==> src/rtl/led_pattern_gen_pkg.sv <==
// led_pattern_gen shared types and defaults
// mode encoding, parameter defaults, helpers
package led_pattern_pkg;

   typedef enum logic [1:0] {
      MODE_UP      = 2'b00,
      MODE_DOWN    = 2'b01,
      MODE_BOUNCE  = 2'b10,
      MODE_BREATHE = 2'b11
   } mode_e;

   localparam int LED_CNT_DEF  = 10;
   localparam int DIV_DEF      = 20_000;
   localparam int PWM_BITS_DEF = 4;

   // counter width able to hold div (min 1)
   function automatic int cnt_w(input int div);
      return (div < 1) ? 1 : $clog2(div + 1);
   endfunction

endpackage

==> src/rtl/led_pattern_gen_if.sv <==
// led_pattern_gen control/LED bundle
// master drives controls, slave drives LEDs
interface led_pattern_if
   import led_pattern_pkg::*;
#(
   parameter int LED_CNT = LED_CNT_DEF
) ();

   logic               run_i;
   logic               step_i;
   logic [1:0]         mode_i;
   logic [LED_CNT-1:0] leds_o;
   logic               tick_o;

   modport master (
      output run_i,
      output step_i,
      output mode_i,
      input  leds_o,
      input  tick_o
   );

   modport slave (
      input  run_i,
      input  step_i,
      input  mode_i,
      output leds_o,
      output tick_o
   );

endinterface

==> src/rtl/led_pattern_gen_div.sv <==
// clk_enable_div: prescaler, tick every DIV+1
// enabled clocks; holds when disabled
module clk_enable_div
   import led_pattern_pkg::*;
#(
   parameter int DIV = DIV_DEF
) (
   input  logic CLK_50,
   input  logic rst,
   input  logic ena,
   input  logic reload,
   output logic tick
);

   localparam int CW = cnt_w(DIV);
   localparam logic [CW-1:0] LOAD = CW'(DIV);

   logic [CW-1:0] cnt;

   assign tick = ena & ~reload & (cnt == '0);

   // down-count while enabled, reload at zero
   always_ff @(posedge CLK_50) begin
      if (rst || reload) begin
         cnt <= LOAD;
      end else if (ena) begin
         if (cnt == '0)
            cnt <= LOAD;
         else
            cnt <= cnt - CW'(1);
      end
   end

endmodule

==> src/rtl/led_pattern_gen.sv <==
// led_pattern_gen: count/bounce/breathe LEDs
// advanced by prescaler ticks or manual steps
module led_pattern_gen
   import led_pattern_pkg::*;
#(
   parameter int LED_CNT  = LED_CNT_DEF,
   parameter int DIV      = DIV_DEF,
   parameter int PWM_BITS = PWM_BITS_DEF
) (
   input  logic CLK_50,
   input  logic rst,
   led_pattern_if.slave bus
);

   localparam int PW = $clog2(LED_CNT);
   localparam int DMAX = (2 ** PWM_BITS) - 1;

   localparam logic [PW-1:0] POS_MAX =
      PW'(LED_CNT - 1);
   localparam logic [PWM_BITS-1:0] DUTY_MAX =
      PWM_BITS'(DMAX);
   localparam logic [LED_CNT-1:0] ONE =
      LED_CNT'(1);

   mode_e mode_i;
   mode_e mode_q;

   logic step_q;
   logic tick;
   logic rise;
   logic adv;
   logic mode_chg;

   logic [LED_CNT-1:0]  pattern;
   logic [PW-1:0]       pos;
   logic                dir;
   logic [PWM_BITS-1:0] duty;
   logic                ddir;
   logic [PWM_BITS-1:0] pwm_cnt;

   logic [LED_CNT-1:0]  onehot;
   logic [LED_CNT-1:0]  leds_d;

   assign mode_i   = mode_e'(bus.mode_i);
   assign mode_chg = (mode_i != mode_q);
   assign rise     = bus.step_i & ~step_q;
   assign adv      = ~mode_chg &
                     (bus.run_i ? tick : rise);
   assign onehot   = ONE << pos;

   clk_enable_div #(
      .DIV (DIV)
   ) u_div (
      .CLK_50 (CLK_50),
      .rst    (rst),
      .ena    (bus.run_i),
      .reload (mode_chg),
      .tick   (tick)
   );

   // pattern state, step edge and pwm counter
   always_ff @(posedge CLK_50) begin
      if (rst) begin
         mode_q  <= mode_i;
         step_q  <= 1'b0;
         pwm_cnt <= '0;
         pattern <= '0;
         pos     <= '0;
         dir     <= 1'b1;
         duty    <= '0;
         ddir    <= 1'b1;
      end else begin
         mode_q  <= mode_i;
         step_q  <= bus.step_i;
         pwm_cnt <= pwm_cnt + PWM_BITS'(1);
         if (mode_chg) begin
            pattern <= '0;
            pos     <= '0;
            dir     <= 1'b1;
            duty    <= '0;
            ddir    <= 1'b1;
         end else if (adv) begin
            unique case (mode_q)
               MODE_UP:
                  pattern <= pattern + LED_CNT'(1);
               MODE_DOWN:
                  pattern <= pattern - LED_CNT'(1);
               MODE_BOUNCE: begin
                  if (dir) begin
                     if (pos == POS_MAX) begin
                        pos <= pos - PW'(1);
                        dir <= 1'b0;
                     end else begin
                        pos <= pos + PW'(1);
                     end
                  end else begin
                     if (pos == '0) begin
                        pos <= PW'(1);
                        dir <= 1'b1;
                     end else begin
                        pos <= pos - PW'(1);
                     end
                  end
               end
               MODE_BREATHE: begin
                  if (ddir) begin
                     if (duty == DUTY_MAX) begin
                        duty <= duty - PWM_BITS'(1);
                        ddir <= 1'b0;
                     end else begin
                        duty <= duty + PWM_BITS'(1);
                     end
                  end else begin
                     if (duty == '0) begin
                        duty <= PWM_BITS'(1);
                        ddir <= 1'b1;
                     end else begin
                        duty <= duty - PWM_BITS'(1);
                     end
                  end
               end
               default: ;
            endcase
         end
      end
   end

   // select LED image for the current mode
   always_comb begin
      leds_d = '0;
      unique case (mode_q)
         MODE_UP,
         MODE_DOWN:    leds_d = pattern;
         MODE_BOUNCE:  leds_d = onehot;
         MODE_BREATHE: leds_d =
            {LED_CNT{pwm_cnt < duty}};
         default:      leds_d = '0;
      endcase
   end

   // registered LED and tick outputs
   always_ff @(posedge CLK_50) begin
      if (rst) begin
         bus.leds_o <= '0;
         bus.tick_o <= 1'b0;
      end else begin
         bus.leds_o <= leds_d;
         bus.tick_o <= tick;
      end
   end

endmodule
==> src/flat_wrapper.sv <==
// flat-port wrapper written by rule: the top's interface ports become plain ports
module led_pattern_gen_flat import led_pattern_pkg::*;
#(
   parameter int LED_CNT  = LED_CNT_DEF,
   parameter int DIV      = DIV_DEF,
   parameter int PWM_BITS = PWM_BITS_DEF
)
  (CLK_50, rst, bus_run_i, bus_step_i, bus_mode_i, bus_leds_o, bus_tick_o);
  led_pattern_if #(.LED_CNT(LED_CNT)) bus_i ();
  input  logic CLK_50;
  input  logic rst;
  input wire logic [$bits(bus_i.run_i)-1:0] bus_run_i;
  input wire logic [$bits(bus_i.step_i)-1:0] bus_step_i;
  input wire logic [$bits(bus_i.mode_i)-1:0] bus_mode_i;
  output wire logic [$bits(bus_i.leds_o)-1:0] bus_leds_o;
  output wire logic [$bits(bus_i.tick_o)-1:0] bus_tick_o;
  assign bus_i.run_i = bus_run_i;
  assign bus_i.step_i = bus_step_i;
  assign bus_i.mode_i = bus_mode_i;
  assign bus_leds_o = bus_i.leds_o;
  assign bus_tick_o = bus_i.tick_o;
  led_pattern_gen #(.LED_CNT(LED_CNT), .DIV(DIV), .PWM_BITS(PWM_BITS)) u_core (.CLK_50(CLK_50), .rst(rst), .bus(bus_i));
endmodule
==> config.mk <==
export PLATFORM = sky130hd
export DESIGN_NAME = led_pattern_gen_flat
export DESIGN_NICKNAME = d
export VERILOG_FILES = /design/src/rtl/led_pattern_gen_pkg.sv /design/src/rtl/led_pattern_gen_if.sv /design/src/rtl/led_pattern_gen_div.sv /design/src/rtl/led_pattern_gen.sv /design/src/flat_wrapper.sv
export SDC_FILE = /design/constraint.sdc
export NUM_CORES = 1
export LEC_CHECK = 0
export CORE_MARGIN = 10
export CORE_UTILIZATION = 55
export CTS_CLUSTER_DIAMETER = 30
export DETAILED_ROUTE_END_ITERATION = 7
export PLACE_DENSITY = 0.75
export SLEW_MARGIN = 20
export SYNTH_ARGS = -nofsm -noshare
export SYNTH_HDL_FRONTEND = slang
export SYNTH_SLANG_ARGS = --single-unit
==> constraint.sdc <==
create_clock -name CLK_50 -period 6.2 [get_ports CLK_50]
set_input_delay 0.62 -clock CLK_50 [delete_from_list [all_inputs] [get_ports CLK_50]]
set_output_delay 0.62 -clock CLK_50 [all_outputs]
set_load 0.005 [all_outputs]
==> impl_metrics.yaml <==
critical_path:
  cp.required_ns: 6.44
  timing.critical_path.slowest_stage_cell: "sky130_fd_sc_hd__clkdlybuf4s50_1"
  setup.reg_to_reg.worst_slack_ns: 3.52
  regToRegEndpoint: "u_core.pattern[9]$_SDFFE_PP0P_"
  crit-reg2reg-launch: "u_core.mode_q[1]$_DFF_P_"
  critical_path_class: "in -> reg"
  timing.critical_path.from: "bus_run_i"
  cpLargestDelayFamily: "simple AND/OR/NAND/NOR gates"
  worstPathMaxFanout: 10
  timing.reg2reg.worst_path_depth: 8
  critical_path.max_stage_delay_ns: 0.59
  endpoint_class_of_the_critical_path: "flop"
  cp-start-kind: "input port"
  critical_path_arrival_ns: 2.96
  crit_end: "u_core.pattern[9]$_SDFFE_PP0P_"
  critical_path_cell_count: 6
  worst-path-buf-inv: 1
  path_cells: "clkdlybuf4s50_1 -> or4bb_1 -> o21ai_2 -> nand2_1 -> or3_1 -> a21oi_1"
sta:
  timing_hold_violations_final: 0
  setup_tns_ns: 0
  period_share: 0.4382
  timing.fmax_mhz: 368.1
  final_period_minus_worst_setup_slack_ns: 2.717
  setup_viol: 0
  maxSlewViolCount: 0
  fin_worst_hold_slack_ns: 0.4753
  slew-limit-headroom: 0.4778
  finalClockSkew_ns: 0.006222
  unrepaired_setup_endpoints_after_global_routing: "no"
  worst_pin_slew_ns: 0.7833
yosys:
  synth.area.mux_share: 0.02028
  synth_edf_count: 0
  postSynth.topFlopCell: "sky130_fd_sc_hd__dfxtp_1"
  syn-num-nets: 361
  synth_cell_type_count: 56
  ys_seq_elements: 53
  netlist_instances: 339
  synth_top_family_by_area: "simple AND/OR/NAND/NOR gates"
  avgSynthCellArea_sq_um: 8.371
  synthMostInstantiatedCell: "sky130_fd_sc_hd__dfxtp_1"
  synth_top_area_share: 0.3739
  yosysTopAreaCell: "sky130_fd_sc_hd__dfxtp_1"
  synth.top_cells.by_count: "53 x sky130_fd_sc_hd__dfxtp_1, 47 x sky130_fd_sc_hd__nor2_1, 28 x sky130_fd_sc_hd__nand2_1, 20 x sky130_fd_sc_hd__a21oi_1"
  synth.yosys.warnings: 0
  yosys.area_share.simple: 0.2553
  post_synthesis_xor_xnor_area_fraction: 0.08025
  synth_async_sr_flop_share: 0
  netlist_top_cells_area: "sky130_fd_sc_hd__dfxtp_1 37%, sky130_fd_sc_hd__ha_1 7.1%, sky130_fd_sc_hd__nor2_1 6.2%, sky130_fd_sc_hd__xor2_1 4.9%, sky130_fd_sc_hd__nand2_1 3.7%"
  synth_seq_area_share: 0.3739
  complex_gate_fraction_of_the_synthesized_area: 0.1499
  post_synth_instance_area_sq_um: 2838
  synthAdderAreaFrac: 0.07055
placement:
  globalplace.congestion: 0.8800
  detailedPlacementHpwl_mm: 4.364
  io_buffers: 16
clock_network:
  ctsHtreeMaxLevel: 2
  post_cts_hold_buffer_count: 0
  worst_skew_pair.late_latency_ns: 0.31
  cts_buffers: 5
  cts.root.buffer_cell: "sky130_fd_sc_hd__clkbuf_8"
  tritoncts_num_sinks: 53
  cts_resized: 0
  clk_path_buf_depth: 2
  cts.reportedPaths.clkPinSlew_ns: 0.10
  cts_tree: "done"
  cts_setup_buffers: 0
run_status:
  status: "finished, final reports clean"
finish:
  areaGrowthSynthToFinish_pct: 10.58
  multiInputGateArea_sq_um: 1635
  fillerInstances: 446
  final-seq-area_sq_um: 1061
  n_antenna_cell: 0
  finalNetCount: 368
  drive_above_1_share: 0.05187
global_route:
  grt.overflow.total: 0
  groute.usage.overall: 0.1456
  grt_antenna_before_repair: 0
  grt_start_max_net_pins: 23
  first_global_vias: 2232
  grt_first_pass_wirelength_mm: 10.38
route:
  avgViaCountPerCell: 5.741
  drt_pass1_iterations: 5
  wl_per_cell_um: 14.27
  routed_wl_mm: 5.950
  dr.first_iter.drc_count: 214
  drc: 0
  antenna_violating_nets_post_route: 0
  vias: 2394
run:
  maxCapViolations: 0
power:
  power_density_nw_per_um2: 218.6
  leakagePower_nw: 1.127
  power.net_switching_uw: 155.3
  vdd_ir_drop_max_mv: 0.1075
  combPwrFrac: 0.080
  internal-power_uw: 530.5
  clock_power_share: 0.404
  finalPower_uw: 685.8
  seq_power_share: 0.515
  netSwitchingFraction: 0.2264
floorplan:
  pin_count: 17
  die_w_um: 91.83
  design.core.area_sq_um: 5042
  fp.dieH_um: 91.83
  placementRows: 26
  fp.dieArea_sq_um: 8433
  starting_density: 0.5628
hold_path:
  hold_path.class: "reg -> reg"
==> metrics by stage <==
step                      cell area, sq um  instances  setup WS, ns    util
final                                 3138        417         3.483  0.6223
after global routing                  3138        417         3.271  0.6223
after CTS                             3138        417         3.478  0.6223
after detailed placement              3004        409         3.171  0.5958
after global placement                3004        409         3.262  0.5958
after floorplan                       2838        339         3.923       -
==> power by group through the flow <==
stage          Sequential (mW)  Clock [mW]  Combinational [mW]
2_1_floorplan            0.359           0              0.0417
4_1_cts                  0.353       0.280              0.0560
6_report                 0.353       0.277              0.0551
3_3_place_gp             0.361           0              0.0535
3_5_place_dp             0.361           0              0.0556
5_1_grt                  0.354       0.294              0.0630
==> sequential cells by signal, summed over array words and instances, names as in the netlist <==
name and count:
u_core.bus.leds_o 10, u_core.bus.tick_o 1, u_core.ddir 1, u_core.dir 1
u_core.duty 4, u_core.mode_q 2, u_core.pattern 10, u_core.pos 4
u_core.pwm_cnt 4, u_core.step_q 1, u_core.u_div.cnt 15
==> worst reg2reg max path: cells and delay by family (launching register included) <==
kind / cells / cell delay (ns)
flip-flops: 1 / 0.49
adder cells (fa/ha/maj): 1 / 0.32
AO/OA/AOI/OAI: 2 / 0.57
multiplexers: 1 / 0.31
buffers and inverters: 2 / 0.23
AND/OR/NAND/NOR: 2 / 0.69
==> worst min path at each step <==
stage                     slack [ns]  depth (start not counted)                          from                      endpoint
after floorplan                 0.43                          1  u_core.pwm_cnt[0]$_SDFF_PP0_  u_core.pwm_cnt[0]$_SDFF_PP0_
after global placement          0.45                          1  u_core.pwm_cnt[0]$_SDFF_PP0_  u_core.pwm_cnt[0]$_SDFF_PP0_
after detailed placement        0.46                          1  u_core.pwm_cnt[0]$_SDFF_PP0_  u_core.pwm_cnt[0]$_SDFF_PP0_
after CTS                       0.48                          1  u_core.pwm_cnt[0]$_SDFF_PP0_  u_core.pwm_cnt[0]$_SDFF_PP0_
after global routing            0.49                          1  u_core.pwm_cnt[0]$_SDFF_PP0_  u_core.pwm_cnt[0]$_SDFF_PP0_
final                           0.48                          1  u_core.pwm_cnt[0]$_SDFF_PP0_  u_core.pwm_cnt[0]$_SDFF_PP0_
==> placed cells by master, fill, tap and decap left out, types with 3 or more instances in the layout <==
master,instances
sky130_fd_sc_hd__ha_1,16
sky130_fd_sc_hd__nor3_1,12
sky130_fd_sc_hd__nand3_1,14
sky130_fd_sc_hd__a211oi_1,4
sky130_fd_sc_hd__o21ai_0,11
sky130_fd_sc_hd__nand4_1,7
sky130_fd_sc_hd__nor4_1,3
sky130_fd_sc_hd__clkdlybuf4s50_1,16
sky130_fd_sc_hd__a32oi_1,3
sky130_fd_sc_hd__dfxtp_1,53
sky130_fd_sc_hd__inv_1,16
sky130_fd_sc_hd__nor2_1,47
sky130_fd_sc_hd__a31oi_1,4
sky130_fd_sc_hd__a22oi_1,7
sky130_fd_sc_hd__nand2b_1,4
sky130_fd_sc_hd__clkbuf_8,5
sky130_fd_sc_hd__nor2b_1,5
sky130_fd_sc_hd__a211o_1,3
sky130_fd_sc_hd__or3_1,3
sky130_fd_sc_hd__xor2_1,16
sky130_fd_sc_hd__xnor2_1,10
sky130_fd_sc_hd__a21oi_1,20
sky130_fd_sc_hd__nand2_1,28
==> cells by family after synthesis <==
group	Yosys count
simple gates	142
mux	5
xor+xnor	26
fa+ha+maj	16
flops	53
buf+inv	32
compound gates	65
==> layout make-up <==
class                           count  share of cell area
Clock buffer                        5             0.02193
Clock inverter                      3             0.02073
Inverter                           16             0.01914
Multi-Input combinational cell    254              0.5211
Sequential cell                    53              0.3381
Tap cell                           70             0.02791
Timing Repair Buffer               16             0.05104
==> per-layer routing <==
metal	track usage	part of all wire	wire length, um	vias up
met2	0.2441	0.48	2878	60
met4	0.05270	0.017	99	0
met1	0.1793	0.45	2675	1123
li1	-	-	-	1203
met5	0	0	0	-
met3	0.03178	0.050	297	8
(Power assumes the default switching activity.)
